[src/rtl/tacho_pkg.sv]
// Shared types and sizing for the tachometer capture block.
// FSM encoding, counter widths and glitch-filter depth live here.
package tacho_pkg;

    localparam int CNT_W      = 32;
    localparam int PHA_W      = 31;
    localparam int FILT_DEPTH = 4;
    localparam int FILT_CW    = $clog2(FILT_DEPTH);

    typedef enum logic [1:0] {
        ST_IDLE       = 2'd0,
        ST_WAIT_FIRST = 2'd1,
        ST_MEASURE    = 2'd2,
        ST_STALL      = 2'd3
    } state_e;

    function automatic logic [CNT_W-1:0] sat_inc_cnt(
        input logic [CNT_W-1:0] v
    );
        return (&v) ? v : v + CNT_W'(1);
    endfunction

    function automatic logic [PHA_W-1:0] sat_inc_pha(
        input logic [PHA_W-1:0] v
    );
        return (&v) ? v : v + PHA_W'(1);
    endfunction

endpackage

[src/rtl/tacho_sync_filter.sv]
// Two-flop synchronizer, optional glitch filter and rising-edge detect.
// Filter is enabled by defining TACHO_GLITCH_FILTER_EN.
module tacho_sync_filter
    import tacho_pkg::*;
(
    input  logic clk,
    input  logic rst_n,
    input  logic din,
    output logic level,
    output logic rise
);

    logic s1_q;
    logic s1_d;
    logic s2_q;
    logic s2_d;
    logic hist_q;
    logic hist_d;

`ifdef TACHO_GLITCH_FILTER_EN
    logic               filt_q;
    logic               filt_d;
    logic [FILT_CW-1:0] run_q;
    logic [FILT_CW-1:0] run_d;
`endif

    always_comb begin
        s1_d = din;
        s2_d = s1_q;
`ifdef TACHO_GLITCH_FILTER_EN
        filt_d = filt_q;
        run_d  = '0;
        // level only follows after FILT_DEPTH consecutive differing samples
        if (s2_q != filt_q) begin
            if (run_q == FILT_CW'(FILT_DEPTH - 1)) begin
                filt_d = s2_q;
            end else begin
                run_d = run_q + FILT_CW'(1);
            end
        end
        level = filt_q;
`else
        level = s2_q;
`endif
        hist_d = level;
        rise   = level & ~hist_q;
    end

    always_ff @(posedge clk or negedge rst_n) begin
        if (!rst_n) begin
            s1_q   <= 1'b0;
            s2_q   <= 1'b0;
            hist_q <= 1'b0;
`ifdef TACHO_GLITCH_FILTER_EN
            filt_q <= 1'b0;
            run_q  <= '0;
`endif
        end else begin
            s1_q   <= s1_d;
            s2_q   <= s2_d;
            hist_q <= hist_d;
`ifdef TACHO_GLITCH_FILTER_EN
            filt_q <= filt_d;
            run_q  <= run_d;
`endif
        end
    end

endmodule

[src/rtl/tacho_capture.sv]
// Tachometer period/phase capture with stall detection.
// Optional input glitch filter: define TACHO_GLITCH_FILTER_EN.
module tacho_capture
    import tacho_pkg::*;
(
    input  logic        I_clk,
    input  logic        I_reset_n,
    input  logic        I_spd1,
    input  logic        I_spd2,
    input  logic        I_stat,
    input  logic        I_clear,
    input  logic [31:0] I_timeout,
    output logic [31:0] O_period,
    output logic [31:0] O_pha,
    output logic [31:0] O_report_pulse,
    output logic        O_valid,
    output logic        O_stall
);

    logic spd1_rise;
    logic spd1_level_unused;
    logic spd2_rise;
    logic spd2_lvl;
    logic clr_rise;
    logic clr_level_unused;

    state_e state_q;
    state_e state_d;

    logic [CNT_W-1:0] per_cnt_q;
    logic [CNT_W-1:0] per_cnt_d;
    logic [PHA_W-1:0] pha_cnt_q;
    logic [PHA_W-1:0] pha_cnt_d;
    logic             pha_arm_q;
    logic             pha_arm_d;
    logic             dir_q;
    logic             dir_d;
    logic [CNT_W-1:0] period_q;
    logic [CNT_W-1:0] period_d;
    logic [CNT_W-1:0] pha_q;
    logic [CNT_W-1:0] pha_d;
    logic [CNT_W-1:0] rpt_q;
    logic [CNT_W-1:0] rpt_d;
    logic             valid_q;
    logic             valid_d;

    logic stall_hit;
    logic counting;

    tacho_sync_filter u_spd1 (
        .clk   (I_clk),
        .rst_n (I_reset_n),
        .din   (I_spd1),
        .level (spd1_level_unused),
        .rise  (spd1_rise)
    );

    tacho_sync_filter u_spd2 (
        .clk   (I_clk),
        .rst_n (I_reset_n),
        .din   (I_spd2),
        .level (spd2_lvl),
        .rise  (spd2_rise)
    );

    tacho_sync_filter u_clr (
        .clk   (I_clk),
        .rst_n (I_reset_n),
        .din   (I_clear),
        .level (clr_level_unused),
        .rise  (clr_rise)
    );

    assign stall_hit = (I_timeout != '0) && (per_cnt_q == I_timeout);
    assign counting  = (state_q == ST_WAIT_FIRST) || (state_q == ST_MEASURE);

    always_ff @(posedge I_clk or negedge I_reset_n) begin
        if (!I_reset_n) begin
            state_q <= ST_IDLE;
        end else begin
            state_q <= state_d;
        end
    end

    always_comb begin
        state_d = state_q;
        if (!I_stat) begin
            state_d = ST_IDLE;
        end else if (clr_rise) begin
            state_d = ST_WAIT_FIRST;
        end else begin
            unique case (state_q)
                ST_IDLE: begin
                    state_d = ST_WAIT_FIRST;
                end
                ST_WAIT_FIRST, ST_MEASURE: begin
                    if (spd1_rise) begin
                        state_d = ST_MEASURE;
                    end else if (stall_hit) begin
                        state_d = ST_STALL;
                    end
                end
                ST_STALL: begin
                    if (spd1_rise) begin
                        state_d = ST_MEASURE;
                    end
                end
            endcase
        end
    end

    always_comb begin
        O_stall        = (state_q == ST_STALL);
        O_valid        = valid_q;
        O_period       = period_q;
        O_pha          = pha_q;
        O_report_pulse = rpt_q;
    end

    always_comb begin
        per_cnt_d = sat_inc_cnt(per_cnt_q);
        pha_cnt_d = sat_inc_pha(pha_cnt_q);
        pha_arm_d = pha_arm_q;
        dir_d     = dir_q;
        period_d  = period_q;
        pha_d     = pha_q;
        rpt_d     = rpt_q;
        valid_d   = valid_q;

        // disable, idle and clear all discard every partial measurement
        if (!I_stat || (state_q == ST_IDLE) || clr_rise) begin
            per_cnt_d = '0;
            pha_cnt_d = '0;
            pha_arm_d = 1'b0;
            dir_d     = 1'b0;
            period_d  = '0;
            pha_d     = '0;
            rpt_d     = '0;
            valid_d   = 1'b0;
        end else if (spd1_rise) begin
            rpt_d     = rpt_q + 32'd1;
            per_cnt_d = CNT_W'(1);
            pha_cnt_d = '0;
            pha_arm_d = !spd2_rise;
            dir_d     = spd2_lvl && !spd2_rise;
            if (state_q == ST_MEASURE) begin
                period_d = per_cnt_q;
                valid_d  = 1'b1;
                if (spd2_rise) begin
                    pha_d = '0;
                end
            end
        end else begin
            if (stall_hit && counting) begin
                period_d = '0;
                valid_d  = 1'b0;
            end
            // phase count includes the clock on which spd2 rises
            if (spd2_rise && pha_arm_q && (state_q == ST_MEASURE)) begin
                pha_d     = {dir_q, sat_inc_pha(pha_cnt_q)};
                pha_arm_d = 1'b0;
            end
        end
    end

    always_ff @(posedge I_clk or negedge I_reset_n) begin
        if (!I_reset_n) begin
            per_cnt_q <= '0;
            pha_cnt_q <= '0;
            pha_arm_q <= 1'b0;
            dir_q     <= 1'b0;
            period_q  <= '0;
            pha_q     <= '0;
            rpt_q     <= '0;
            valid_q   <= 1'b0;
        end else begin
            per_cnt_q <= per_cnt_d;
            pha_cnt_q <= pha_cnt_d;
            pha_arm_q <= pha_arm_d;
            dir_q     <= dir_d;
            period_q  <= period_d;
            pha_q     <= pha_d;
            rpt_q     <= rpt_d;
            valid_q   <= valid_d;
        end
    end

endmodule

[config.mk]
export PLATFORM = sky130hd
export DESIGN_NAME = tacho_capture
export DESIGN_NICKNAME = d
export VERILOG_FILES = /design/src/rtl/tacho_pkg.sv /design/src/rtl/tacho_sync_filter.sv /design/src/rtl/tacho_capture.sv
export SDC_FILE = /design/constraint.sdc
export NUM_CORES = 1
export LEC_CHECK = 0
export CAP_MARGIN = 10
export CORE_MARGIN = 2
export CORE_UTILIZATION = 60
export DETAILED_ROUTE_END_ITERATION = 8
export DONT_BUFFER_PORTS = 1
export GPL_ROUTABILITY_DRIVEN = 1
export MAX_ROUTING_LAYER = met4
export PLACE_DENSITY = 0.77
export RECOVER_POWER = 25
export SETUP_SLACK_MARGIN = 0.15
export SLEW_MARGIN = 25
export SYNTH_ARGS = -nofsm -noshare
export SYNTH_HDL_FRONTEND = slang
export SYNTH_SLANG_ARGS = --single-unit
[constraint.sdc]
create_clock -name I_clk -period 6.6 [get_ports I_clk]
set_input_delay 0.33 -clock I_clk [delete_from_list [all_inputs] [get_ports I_clk]]
set_output_delay 0.33 -clock I_clk [all_outputs]
set_load 0.1 [all_outputs]
# Word level (Yosys, flattened, before mapping)
# Cells that the tools add are included.
# W data, S select, Z words.
[op_classes] n_mux=32 add_sub_neg=3 n_eq_ne=9 bitwise_logic=6 n_reduce_logical=21
[op_table] operator="$mux W32" count=14
[op_table] operator="$mux W31" count=3
[op_table] operator="$add A32 B1 Y32 const B" count=2
[op_table] operator="$eq A32 B32 Y1" count=1
[op_table] operator="$reduce_and A32 Y1" count=1
[op_table] operator="$reduce_bool A32 Y1" count=1
[op_table] operator="$add A31 B1 Y31 const B" count=1
[op_table] operator="$reduce_and A31 Y1" count=1
[op_table] operator="$mux W2" count=5
[op_table] operator="$mux W1" count=9
[op_table] operator="$ne A3 B1 Y1 const B" count=2
[op_table] operator="$pmux W2 S3" count=1
[op_table] operator="$reduce_bool A3 Y1" count=2
[op_table] operator="$logic_and A1 B1 Y1" count=5
[op_table] operator="$ne A5 B5 Y1 const B" count=1
[op_table] operator="$eq A2 B2 Y1 const B" count=2
[op_table] operator="$ne A4 B2 Y1 const B" count=1
[op_table] operator="$reduce_and A2 Y1" count=2
[op_table] operator="$and A1 B1 Y1" count=3
[op_table] operator="$logic_or A1 B1 Y1" count=3
[op_table] operator="$ne A3 B2 Y1 const B" count=1
[op_table] operator="$not A1 Y1" count=3
[op_table] operator="$reduce_and A3 Y1" count=1
[op_table] operator="$eq A2 B1 Y1 const B" count=1
[op_table] operator="4 further kinds" count=5
[word_totals] in_bits=38 regBits=173 out_inout_bits=98 elab_cells=89

# Logic depth before layout (Yosys ltp)
# Gate-level depths: netlist of the first run.
[logic_depth] ltp_word=7 depth_mapped=9 mapped_depth_nobuf=8

# Cells and area by module
# A second synthesis of the first run with hierarchy kept.
[unflattened] hier_cells=784 hier_area_um2=8029.0
[modules_own_cells] mod="tacho_capture" cells_each=772 n_inst=1 area_per_inst_um2=7762.4 seq_area_each_um2=4103.9
[modules_own_cells] mod="tacho_sync_filter" cells_each=4 n_inst=3 area_per_inst_um2=88.8 seq_area_each_um2=75.1

# Least setup slack after synthesis of the first run
# OpenSTA, ideal clock, no wires.
[synth_path] path_type="register to register" from="register rpt_q[10] (netlist: O_report_pulse[10])" to="register rpt_q[28] (netlist: O_report_pulse[28])" stages_incl_launch_ff=7 path_buffers=1 required_ns=6.522 path_slack_ns=4.064 setup_ns=0.078 arrival_ns=2.458 period_less_slack_ns=2.536 path_cell_list="dfrtp_1 and4_1 clkbuf_1 nand4_1 or3_1 or3_1 a21oi_1"
[synth_between] elab_chain_cells=3
[synth_lines] element="start, declared" line="tacho_capture.sv:42" text="logic [CNT_W-1:0] rpt_q;"
[synth_lines] element="start signal, assigned" line="tacho_capture.sv:183" text="rpt_q <= rpt_d;"
[synth_lines] element="$add A32 B1 Y32" line="tacho_capture.sv:141" text="rpt_d = rpt_q + 32'd1;"
[synth_lines] element="$mux W32" line="tacho_capture.sv:140" text="end else if (spd1_rise) begin"
[synth_lines] element="$mux W32" line="tacho_capture.sv:131" text="if (!I_stat || (state_q == ST_IDLE) || clr_rise) begin"
# Every way passes these cells. The select of a mux whose other input is x is not followed.
# A chain may end at the register's enable or synchronous reset.

# Worst setup path in the final report of the first run
[layout_path] from="register rpt_q[10] (netlist: O_report_pulse[10])" to="register rpt_q[23] (netlist: O_report_pulse[23])"
# Same word-level chain as after synthesis.

==> results_dict.tcl, run 1 <==
set metrics [dict create \
    hp-class "input port to flip-flop" \
    cts.sinks 173 \
    yosys_warnings 0 \
    peakVddDrop_uv 163 \
    cap_violations 0 \
    vias 6114 \
    io_buffers 0 \
    synth_edf_count 0 \
    crit_fanout 7 \
    drtIter0Drc 452 \
    fmax_ghz 0.351 \
    die_x_um 121 \
    drive_gt1_share_pct 6.60 \
    dr.pass1.iters 5 \
    synth.area.top_cells "dfrtp_1, xor2_1, nor2_1" \
    grtUsageTotal_pct 27.9 \
    place_hpwl_um 12800 \
    synth_seq_cells 173 \
    cts_max_path_buffers 2 \
    core_area_um2 13300 \
    die-area_um2 14600 \
    cts_root_buffer "clkbuf_16" \
    tightest_slew_ns 1.06 \
    period_needed_ns 2.85 \
    hold-worst-slack_ns 0.0672 \
    ios 136 \
    ant_nets 0 \
    clock_skew_ns 0.00609 \
    clkLatencyLatePin_ns 0.42 \
    grt_overflow 0 \
    grt_max_degree 174 \
    cts.repair.resized 0 \
    fin_nets 836 \
    ys_async_sr_fraction_pct 100 \
    grt_pass1_vias 6161 \
    yosysTopAreaCell "dfrtp_1" \
    postSynthAreaPerCell_um2 10.2 \
    wl_um 18600 \
    required_ns 6.95 \
    synth_cell_types 51 \
    areaGrowthSynthToFinish_pct 8.51 \
    critPathLaunch "O_report_pulse[10]" \
    clkTransAtPathRegs_ns 0.06 \
    start_util_pct 61.5 \
    slew_viol_final 0 \
    min_from "I_stat" \
    fin_area_um2 8870 \
    status "finished, final reports clean" \
    final_cell_mix "dfrtp_1, nor2_1, nand2_1, xor2_1, o21ai_0" \
    period_share_pct 43.2 \
    num_rows 42 \
    gp_congestion 0.937 \
    finalPower_mw 2.14 \
    cp-start-kind "flip-flop" \
    grt_setup_unrepaired "no" \
    p_leak_nw 3.75 \
    stdcell_count 979 \
    worstSetupPathType "flip-flop to flip-flop" \
    cts_tree "built" \
    dpl_cell_area_um2 8260 \
    reg2reg_from "O_report_pulse[10]" \
    grt_first_pass_wirelength_um 31100 \
    synth_cells 802 \
    numCtsBuffers 17 \
    vias_per_cell 6.25 \
    slew_headroom_pct 29.2 \
    syn-num-nets 846 \
    dpl.cell_count 944 \
    drc_errors 0 \
    synthFlopType "dfrtp_1" \
    nFillCells 1042 \
    antenna-diode-count 0 \
    ys_seq_area_share_pct 53.0 \
    max_stage_delay_ns 1.03 \
    synth_top_area_share_pct 53.0 \
    setup_tns_ns 0 \
    powerDensity_nw_per_um2 241 \
    wl_per_cell_um 19.0 \
    antenna_found_initial 0 \
    synth_area_um2 8180 \
    cts_htree_levels 4 \
    cp.arrival_ns 3.20 \
    cp_slowest_cell "dfrtp_1" \
    final_common_cell "dfrtp_1" \
    cp_cell_sequence "and4_1, nand4_1, nor3_1, nand4_1, xor2_1, nor2_1" \
    die-height_um 121 \
    setup_violations 0 \
    end_kind "flip-flop" \
    crit_path_frequent_cell "nand4_1" \
    hold_violations 0 \
]
==> routing by layer <==
metal  vias up  global-route usage [%]  share of wire [%]
met3        39                    6.75                7.5
met1      3033                    35.3                 41
li1       2803                       -                  -
met2       239                    44.1                 49
met4         0                    10.4                2.2
met5         -                       -                  0
==> metrics by stage <==
step	worst slack [ns]	util (%)
final	3.75	66.7
after global routing	3.57	66.7
after CTS	3.78	66.7
after detailed placement	3.79	62.1
after global placement	3.91	62.1
after floorplan	4.06	-
==> state kept, by name, indices dropped and copies added, names as in the netlist, 2 cells and up <==
| signal | count |
|---|---|
| O_pha | 32 |
| state_q | 2 |
| O_period | 32 |
| O_report_pulse | 32 |
| pha_cnt_q | 31 |
| per_cnt_q | 32 |
==> cells in the mapped netlist (2+ instances only) <==
| cell | n |
|---|---|
| nor3_1 | 13 |
| or4_1 | 2 |
| xnor2_1 | 35 |
| nand3_1 | 36 |
| nand4_1 | 39 |
| buf_2 | 5 |
| nor2b_1 | 3 |
| ha_1 | 6 |
| o21ai_0 | 46 |
| nor2_1 | 97 |
| or3_1 | 11 |
| nor3b_1 | 2 |
| nor4_2 | 3 |
| nor4_4 | 3 |
| a21oi_1 | 16 |
| a22o_1 | 30 |
| and2_1 | 4 |
| o211ai_1 | 2 |
| inv_1 | 12 |
| xor2_1 | 70 |
| nor4b_1 | 3 |
| dfrtp_1 | 173 |
| nor4_1 | 22 |
| and3_1 | 14 |
| a211oi_1 | 4 |
| nand2_1 | 77 |
| and4b_1 | 2 |
| buf_6 | 5 |
| and4_1 | 7 |
| a22o_2 | 2 |
| buf_1 | 2 |
| a31oi_1 | 5 |
| nand2b_1 | 6 |
| mux2i_1 | 3 |
| clkbuf_1 | 26 |
==> worst max-delay path, delay by kind of cell (launching register included) <==
kind / cells / cell delay (ns)
DFF: 1 / 1.03
and+or+nand+nor: 5 / 1.54
xor gates and xnor gates: 1 / 0.21
==> layout make-up <==
cell class              instances  area (um^2)  area share (%)
well taps                     176          220            2.48
clock inverters                 7         65.1           0.733
flip-flops and latches        173         4330            48.8
inverters                      12         45.0           0.508
clock buffers                  23          478            5.39
multi-input cells             579         3640            41.0
repair buffers                  9         97.6            1.10
==> kinds of logic after synthesis <==
kind of cell,Yosys count,synth area share [%]
buffers and inverters,50,2.83
muxes,4,0.505
DFF,173,53.0
xor gates and xnor gates,105,11.2
AOI/OAI and AO/OA,113,9.21
adders and majority gates,6,0.918
and+or+nand+nor,351,22.3
==> power breakdown <==
group | leakage (nW) | internal [mW] | switching, mW | total [mW]
sequential | 2.39 | 1.07 | 0.0193 | 1.09
combinational | 1.10 | 0.0295 | 0.0924 | 0.122
clock | 0.265 | 0.542 | 0.383 | 0.925
total | 3.75 | 1.64 | 0.495 | 2.14
==> path summary, 6_finish.rpt <==
kind                                      end  slack, ns  cells past startpoint
max                        O_report_pulse[23]       3.75                      6
min                                state_q[0]       0.07                      1
max reg2reg                O_report_pulse[23]       3.75                      6
min reg2reg                      u_spd2.level       0.35                      0
max in group asynchronous        per_cnt_q[8]       5.36                      2
min in group asynchronous        O_period[10]       0.55                      2
==> repair_timing <==
item / 4_1_cts / 5_1_grt
buffers inserted: 0 / 0
hold buffers: 5 / 0
hold endpoints to repair: 176 / 0
No activity file was read; power rests on OpenSTA's default activity.
==> inputs of run 2 (changes only) <==
Settings changed: ABC_AREA set to 1, CORE_UTILIZATION 60 to 58.
Clock period 6.6 ns to 2.3 ns, I/O delays scaled along.
==> run 2 against run 1 <==
The run now ends with hold timing left. Die area rose by 22%. Core utilization rose by 4.8 points. Power rose to 3.4 times the previous value. Final area rose by 32%. Critical path depth rose by 7. Non-clock buffer count rose by 144. Routed wire length rose by 56%. Largest cell class is now multi-input combinational cells. Sequential power rose to 2.9 times the previous value. Synthesized area rose by 18%.
==> results_dict.tcl, run 2 <==
set metrics [dict create \
    status "finished, violations left" \
    failed_checks "hold timing" \
    final_cell_mix "nand2_1, inv_1, dfrtp_1, nor2_1, buf_4" \
    syn-num-nets 1393 \
    cts_root_buffer "clkbuf_16" \
    peakVddDrop_uv 599 \
    cts_tree "built" \
    ant_nets 0 \
    synthFlopType "dfrtp_1" \
    io_buffers 0 \
    slew_viol_final 0 \
    synth_area_um2 9670 \
    vias_per_cell 5.55 \
    grt_setup_unrepaired "no" \
    tightest_slew_ns 0.737 \
    synth_seq_cells 173 \
    die-area_um2 17700 \
    fin_nets 1523 \
    cp-start-kind "flip-flop" \
    cp_cell_sequence "inv_1, ha_2, nor3_4, buf_4, buf_4, inv_2, nor2_2, inv_2, or2_4, nand2_4, clkbuf_16, nand2_1, nand2_1" \
    die_x_um 133 \
    hold-worst-slack_ns -0.636 \
    hold_violations 173 \
    antenna_found_initial 0 \
    stdcell_count 1712 \
    gp_congestion 1.03 \
    period_needed_ns 2.09 \
    grt_pass1_vias 9074 \
    cap_violations 0 \
    nFillCells 1343 \
    synth_cells 1349 \
    clkTransAtPathRegs_ns 0.07 \
    worstSetupPathType "flip-flop to flip-flop" \
    setup_tns_ns 0 \
    dr.pass1.iters 7 \
    synth.area.top_cells "dfrtp_1, nand2_1, inv_1" \
    synth_edf_count 0 \
    hp-class "input port to asynchronous set/reset pin" \
    fmax_ghz 0.478 \
    powerDensity_nw_per_um2 619 \
    drive_gt1_share_pct 16.2 \
    numCtsBuffers 17 \
    ios 136 \
    end_kind "flip-flop" \
    wl_um 29100 \
    max_stage_delay_ns 0.38 \
    period_share_pct 90.9 \
    cts_max_path_buffers 2 \
    core_area_um2 16400 \
    cts-hold-fix-buffers 4 \
    crit_fanout 8 \
    num_rows 47 \
    required_ns 2.67 \
    grtUsageTotal_pct 33.1 \
    ys_async_sr_fraction_pct 100 \
    synth_cell_types 42 \
    areaGrowthSynthToFinish_pct 21.4 \
    dpl.cell_count 1660 \
    yosysTopAreaCell "dfrtp_1" \
    clkLatencyLatePin_ns 0.44 \
    cp_slowest_cell "dfrtp_1" \
    grt_max_degree 174 \
    clock_skew_ns 0.0105 \
    yosys-top-cells-count "nand2_1, dfrtp_1, inv_1, nor2_1, nand3_1" \
    wl_per_cell_um 17.0 \
    p_leak_nw 5.82 \
    vias 9503 \
    antenna-diode-count 0 \
    setup_violations 0 \
    place_hpwl_um 20100 \
    grt_first_pass_wirelength_um 45500 \
    slew_headroom_pct 49.6 \
    drtIter0Drc 940 \
    cts.sinks 173 \
    yosys_warnings 0 \
    grt_overflow 0 \
    start_util_pct 58.9 \
    synth_top_area_share_pct 44.8 \
    cts_htree_levels 4 \
    ys_seq_area_share_pct 44.8 \
    synth.most_common_cell "nand2_1" \
    die-height_um 133 \
    cp.arrival_ns 2.46 \
    drc_errors 0 \
    final_common_cell "nand2_1" \
    postSynthAreaPerCell_um2 7.16 \
]
==> run 2: cell types whose count changed after synthesis, sizes merged, moves of 24 or more <==
cell | previous run | this run
a22o | 32 | 1
inv | 12 | 170
nand2 | 77 | 415
nand3 | 36 | 99
nand4 | 39 | 67
nor2 | 97 | 154
nor3 | 13 | 37
o21ai | 46 | 71
xor2 | 70 | 8
==> run 2: layout make-up <==
type                    instances  area [um^2]  share of cell area [%]
multi-input cells             964         4600                    39.2
flip-flops and latches        173         4340                    37.0
repair buffers                153         1290                    11.0
inverters                     170          641                    5.46
clock buffers                  19          453                    3.86
well taps                     220          275                    2.35
clock inverters                13          130                    1.11
==> run 2: through the flow <==
| step | setup WS [ns] | area [um^2] | total power, mW | hold slack, ns | utilization (%) |
|---|---|---|---|---|---|
| 5_1_grt | 0.129 | 11700 | 7.47 | -0.638 | 71.5 |
| 3_3_place_gp | 0.184 | 10800 | 4.10 | -0.177 | 65.8 |
| 2_1_floorplan | 0.152 | 9680 | 3.86 | -0.181 | - |
| 6_report | 0.210 | 11700 | 7.26 | -0.636 | 71.5 |
| 4_1_cts | 0.154 | 11400 | 6.97 | -0.634 | 69.6 |
| 3_5_place_dp | 0.0801 | 10800 | 4.11 | -0.176 | 65.8 |
==> run 2: final timing paths <==
kind	startpoint	end	slack (ns)	cells after the start
min	I_reset_n	O_pha[14]	-0.64	0
max in group asynchronous	I_reset_n	per_cnt_q[3]	2.75	0
min in group I_clk	I_timeout[3]	state_q[1]	0.19	6
min reg2reg	u_spd1.s1_q	u_spd1.level	0.35	0
max	state_q[0]	O_period[31]	0.21	13
max reg2reg	state_q[0]	O_period[31]	0.21	13
==> run 2: repair_timing <==
| item | in CTS | in global routing |
|---|---|---|
| resized for setup | 2 | 31 |
| setup endpoints to repair | 37 | 108 |
| gates cloned | 0 | 5 |
| hold endpoints to repair | 177 | 173 |
| pin swaps | 0 | 5 |
| setup buffers | 0 | 11 |
==> run 2: kinds of logic after synthesis <==
group | after synthesis | synth area share [%]
compound gates | 125 | 7.30
buf+inv | 212 | 8.53
xor+xnor | 26 | 2.36
flops | 173 | 44.8
fa+ha+maj | 6 | 0.777
simple gates | 807 | 36.2
==> run 2: routing by layer <==
metal / part of all wire, % / global-route usage (%) / up-vias
met2: 45 / 50.5 / 414
met3: 7.7 / 5.44 / 80
met5: 0 / - / -
li1: - / - / 4605
met1: 44 / 44.9 / 4404
met4: 3.1 / 12.4 / 0
==> run 2: critical path: cells and delay by family, from the launching register on <==
family                   cells  cell delay, ns
AND/OR/NAND/NOR              6            0.84
adder cells (fa/ha/maj)      1            0.20
flip-flops                   1            0.38
buffers and inverters        6            0.61
==> run 2: power breakdown <==
part,leakage (nW),switching (mW),internal [mW]
Combinational,3.15,0.829,0.412
Clock,0.291,1.32,1.58
Sequential,2.37,0.0338,3.08
Total,5.82,2.19,5.07
==> inputs of run 3 (changes only) <==
Settings changed: CORE_MARGIN 2 to 4.
Clock period 2.3 ns to 1.8 ns, I/O delays scaled along.
==> run 3 against run 2 <==
The flow now stops in global routing (5_1_grt). Synthesized cell count stayed put. Synthesized area is the same.
==> results_dict.tcl, run 3 <==
set metrics [dict create \
    status "stopped before the end" \
    stop_stage "global routing (5_1_grt)" \
    error "[ERROR GRT-0232] Routing congestion too high. Check the congestion heatmap in the GUI." \
    synth.area.top_cells "dfrtp_1, nand2_1, inv_1" \
    io_buffers 0 \
    ios 136 \
    dpl.cell_count 1765 \
    synth.most_common_cell "nand2_1" \
    synth_cells 1349 \
    synth_edf_count 0 \
    yosys-top-cells-count "nand2_1, dfrtp_1, inv_1, nor2_1, nand3_1" \
    postSynthAreaPerCell_um2 7.16 \
    cts_htree_levels 4 \
    ys_seq_area_share_pct 44.8 \
    grt_overflow 96 \
    grt_max_degree 174 \
    gp_congestion 0.991 \
    crit_endpoint "O_pha[20]$_DFFE_PN0P_/D" \
    synth_seq_cells 173 \
    worst_endpoint_kind "sequential cell input" \
    dpl_cell_area_um2 11900 \
    place_hpwl_um 22700 \
    syn-num-nets 1393 \
    synth_top_area_share_pct 44.8 \
    cts.sinks 173 \
    die-height_um 137 \
    numCtsBuffers 17 \
    antenna_found_initial 3 \
    cts_root_buffer "clkbuf_16" \
    ys_async_sr_fraction_pct 100 \
    num_rows 46 \
    start_util_pct 60.0 \
    synth_cell_types 42 \
    grtUsageTotal_pct 79.0 \
    die_x_um 137 \
    synth_area_um2 9670 \
    yosys_warnings 0 \
    yosysTopAreaCell "dfrtp_1" \
    synthFlopType "dfrtp_1" \
    cts_max_path_buffers 2 \
]
-- run 3: metal layers --
layer | overflow | GRT usage (%)
met1 | 0 | 76.8
met2 | 48 | 93.1
met3 | 3 | 62.0
met4 | 45 | 80.9
met5 | - | -
-- run 3: what timing repair did --
action / 4_1_cts
pin swaps: 41
setup buffers: 33
hold endpoints to repair: 177
cloned: 1
gates resized for setup: 125
setup endpoints to repair: 145
hold buffers: 4
-- run 3: stage by stage --
stage / setup slack [ns] / hold WS, ns / utilization (%) / TNS [ns]
floorplan: -0.171 / -0.206 / - / -8.36
global placement: -0.126 / -0.202 / 73.8 / -3.59
detailed placement: -0.225 / -0.201 / 73.8 / -7.35
CTS: -0.0211 / -0.659 / 81.8 / -0.226
-- run 3: logic make-up after synthesis --
logic type      count (synthesis)  synth area share [%]
flops                         173                  44.8
xor+xnor                       26                  2.36
simple gates                  807                  36.2
buf+inv                       212                  8.53
compound gates                125                  7.30
fa+ha+maj                       6                 0.777
==> inputs of run 4 (changes only) <==
Settings changed: CORE_UTILIZATION 58 to 40, MAX_ROUTING_LAYER met4 to not set, PLACE_DENSITY 0.77 to not set, PLACE_DENSITY_LB_ADDON set to 0.15, SETUP_SLACK_MARGIN 0.15 to not set.
Clock period 1.8 ns to 2.34 ns, I/O delays scaled along.
==> run 4 against run 3 <==
The flow now finishes, with violations (hold timing).
==> results_dict.tcl, run 4 (same netlist as run 2, synthesis figures left out) <==
set metrics [dict create \
    status "finished, violations left" \
    failed_checks "hold timing" \
    fmax_ghz 0.471 \
    power_frac_clock_pct 41.1 \
    slew_headroom_pct 43.0 \
    antenna_found_initial 0 \
    dr.pass1.iters 5 \
    setup_tns_ns 0 \
    grtUsageTotal_pct 22.9 \
    comb_power_share_pct 14.2 \
    gp_congestion 0.958 \
    die_x_um 163 \
    final_cell_mix "nand2_1, dfrtp_1, inv_1, nor2_1, buf_4" \
    start_util_pct 40.9 \
    clkTransAtPathRegs_ns 0.08 \
    p_int_mw 4.81 \
    hp-class "input port to asynchronous set/reset pin" \
    fin_nets 1512 \
    p_leak_nw 5.68 \
    crit_path_frequent_cell "buf_4" \
    wl_per_cell_um 16.5 \
    cp.arrival_ns 2.48 \
    hold-worst-slack_ns -0.619 \
    end_kind "flip-flop" \
    setup_ws_ns 0.216 \
    max_stage_delay_ns 0.40 \
    place_hpwl_um 22200 \
    final_common_cell "nand2_1" \
    grt_pass1_vias 8955 \
    cp-start-kind "flip-flop" \
    period_share_pct 90.8 \
    p_switching_mw 2.04 \
    grt_overflow 0 \
    worstSetupPathType "flip-flop to flip-flop" \
    drive_gt1_share_pct 14.0 \
    grt_setup_unrepaired "no" \
    powerDensity_nw_per_um2 593 \
    period_needed_ns 2.12 \
    die-area_um2 26700 \
    p_sw_share_pct 29.8 \
    r2r_end "O_period[19]" \
    endpoint "O_period[19]" \
    num_rows 56 \
    critPathLaunch "state_q[0]" \
    cap_violations 0 \
    wl_um 29800 \
    vias 9210 \
    drtIter0Drc 754 \
    rrSetupSlack_ns 0.22 \
    dpl_worst_slack_ns 0.224 \
    required_ns 2.70 \
    cts_max_path_buffers 2 \
    slew_viol_final 0 \
    core_area_um2 23600 \
    tightest_slew_ns 0.833 \
    drc_errors 0 \
    reg2reg_from "state_q[0]" \
    grt_max_degree 174 \
    crit_fanout 32 \
    areaGrowthSynthToFinish_pct 19.5 \
    hold_violations 173 \
    cts-hold-fix-buffers 4 \
    numCtsBuffers 17 \
    cp_slowest_cell "buf_4" \
    cts_htree_levels 4 \
    die-height_um 163 \
    clkLatencyLatePin_ns 0.43 \
    cts.sinks 173 \
    cts_root_buffer "clkbuf_16" \
    io_buffers 0 \
    cts_setup_buffers 0 \
    ios 136 \
    antenna-diode-count 0 \
    seq_power_share_pct 44.7 \
    ant_nets 0 \
    grt_first_pass_wirelength_um 48300 \
    cp_cell_sequence "inv_1, ha_1, nor3_4, buf_4, buf_4, nand4_1, nand2_1" \
    cts_tree "built" \
    vias_per_cell 5.12 \
    clock_skew_ns 0.0174 \
    peakVddDrop_uv 404 \
    setup_violations 0 \
    rr_worst_depth 7 \
]
run 4: worst min-delay path by stage:
stage | endpoint | slack (ns) | depth (start not counted)
floorplan | O_period[0] | -0.18 | 0
global placement | O_pha[20] | -0.17 | 0
detailed placement | O_pha[20] | -0.17 | 0
CTS | O_pha[20] | -0.63 | 0
global route | O_pha[15] | -0.64 | 0
finish | O_pha[15] | -0.62 | 0
run 4: power groups by stage:
| stage | logic, mW | clock network [mW] | registers [mW] |
|---|---|---|---|
| after floorplan | 0.605 | 0 | 3.18 |
| after global placement | 0.962 | 0 | 3.12 |
| after detailed placement | 0.971 | 0 | 3.12 |
| after CTS | 0.984 | 2.88 | 3.06 |
| after global routing | 1.06 | 3.00 | 3.07 |
| final | 0.971 | 2.82 | 3.06 |
run 4: repair_timing:
action                                  4_1_cts  5_1_grt
gates resized for setup                       0        2
endpoints found under the setup margin        0        9
hold endpoints to repair                    177      173
run 4: worst max-delay path: cells and delay by family (launching register included):
kind                     cells  cell delay (ns)
buffers and inverters        3             0.87
AND/OR/NAND/NOR              3             0.54
flip-flops                   1             0.38
adder cells (fa/ha/maj)      1             0.23
run 4: layout make-up:
| cell class | count | area [um^2] |
|---|---|---|
| Fill cell | 2448 | 12100 |
| Multi-Input combinational cell | 964 | 4510 |
| Sequential cell | 173 | 4330 |
| Timing Repair Buffer | 142 | 1090 |
| Inverter | 170 | 638 |
| Clock buffer | 21 | 460 |
| Tap cell | 319 | 399 |
| Clock inverter | 11 | 111 |
run 4: layer usage:
| layer | track usage [%] | share of wire (%) |
|---|---|---|
| met5 | 0 | 0 |
| met3 | 3.94 | 5.8 |
| met2 | 36.7 | 46 |
| met4 | 5.76 | 1.3 |
| met1 | 32.4 | 47 |
run 4: through the flow:
step,cells,power (mW),hold WS (ns),area [um^2],util [%]
2_1_floorplan,1349,3.79,-0.179,9670,-
6_report,1800,6.85,-0.619,11500,48.9
5_1_grt,1800,7.13,-0.640,11500,48.9
4_1_cts,1800,6.93,-0.633,11500,48.9
3_5_place_dp,1764,4.09,-0.172,10900,46.3
3_3_place_gp,1764,4.08,-0.172,10900,46.3
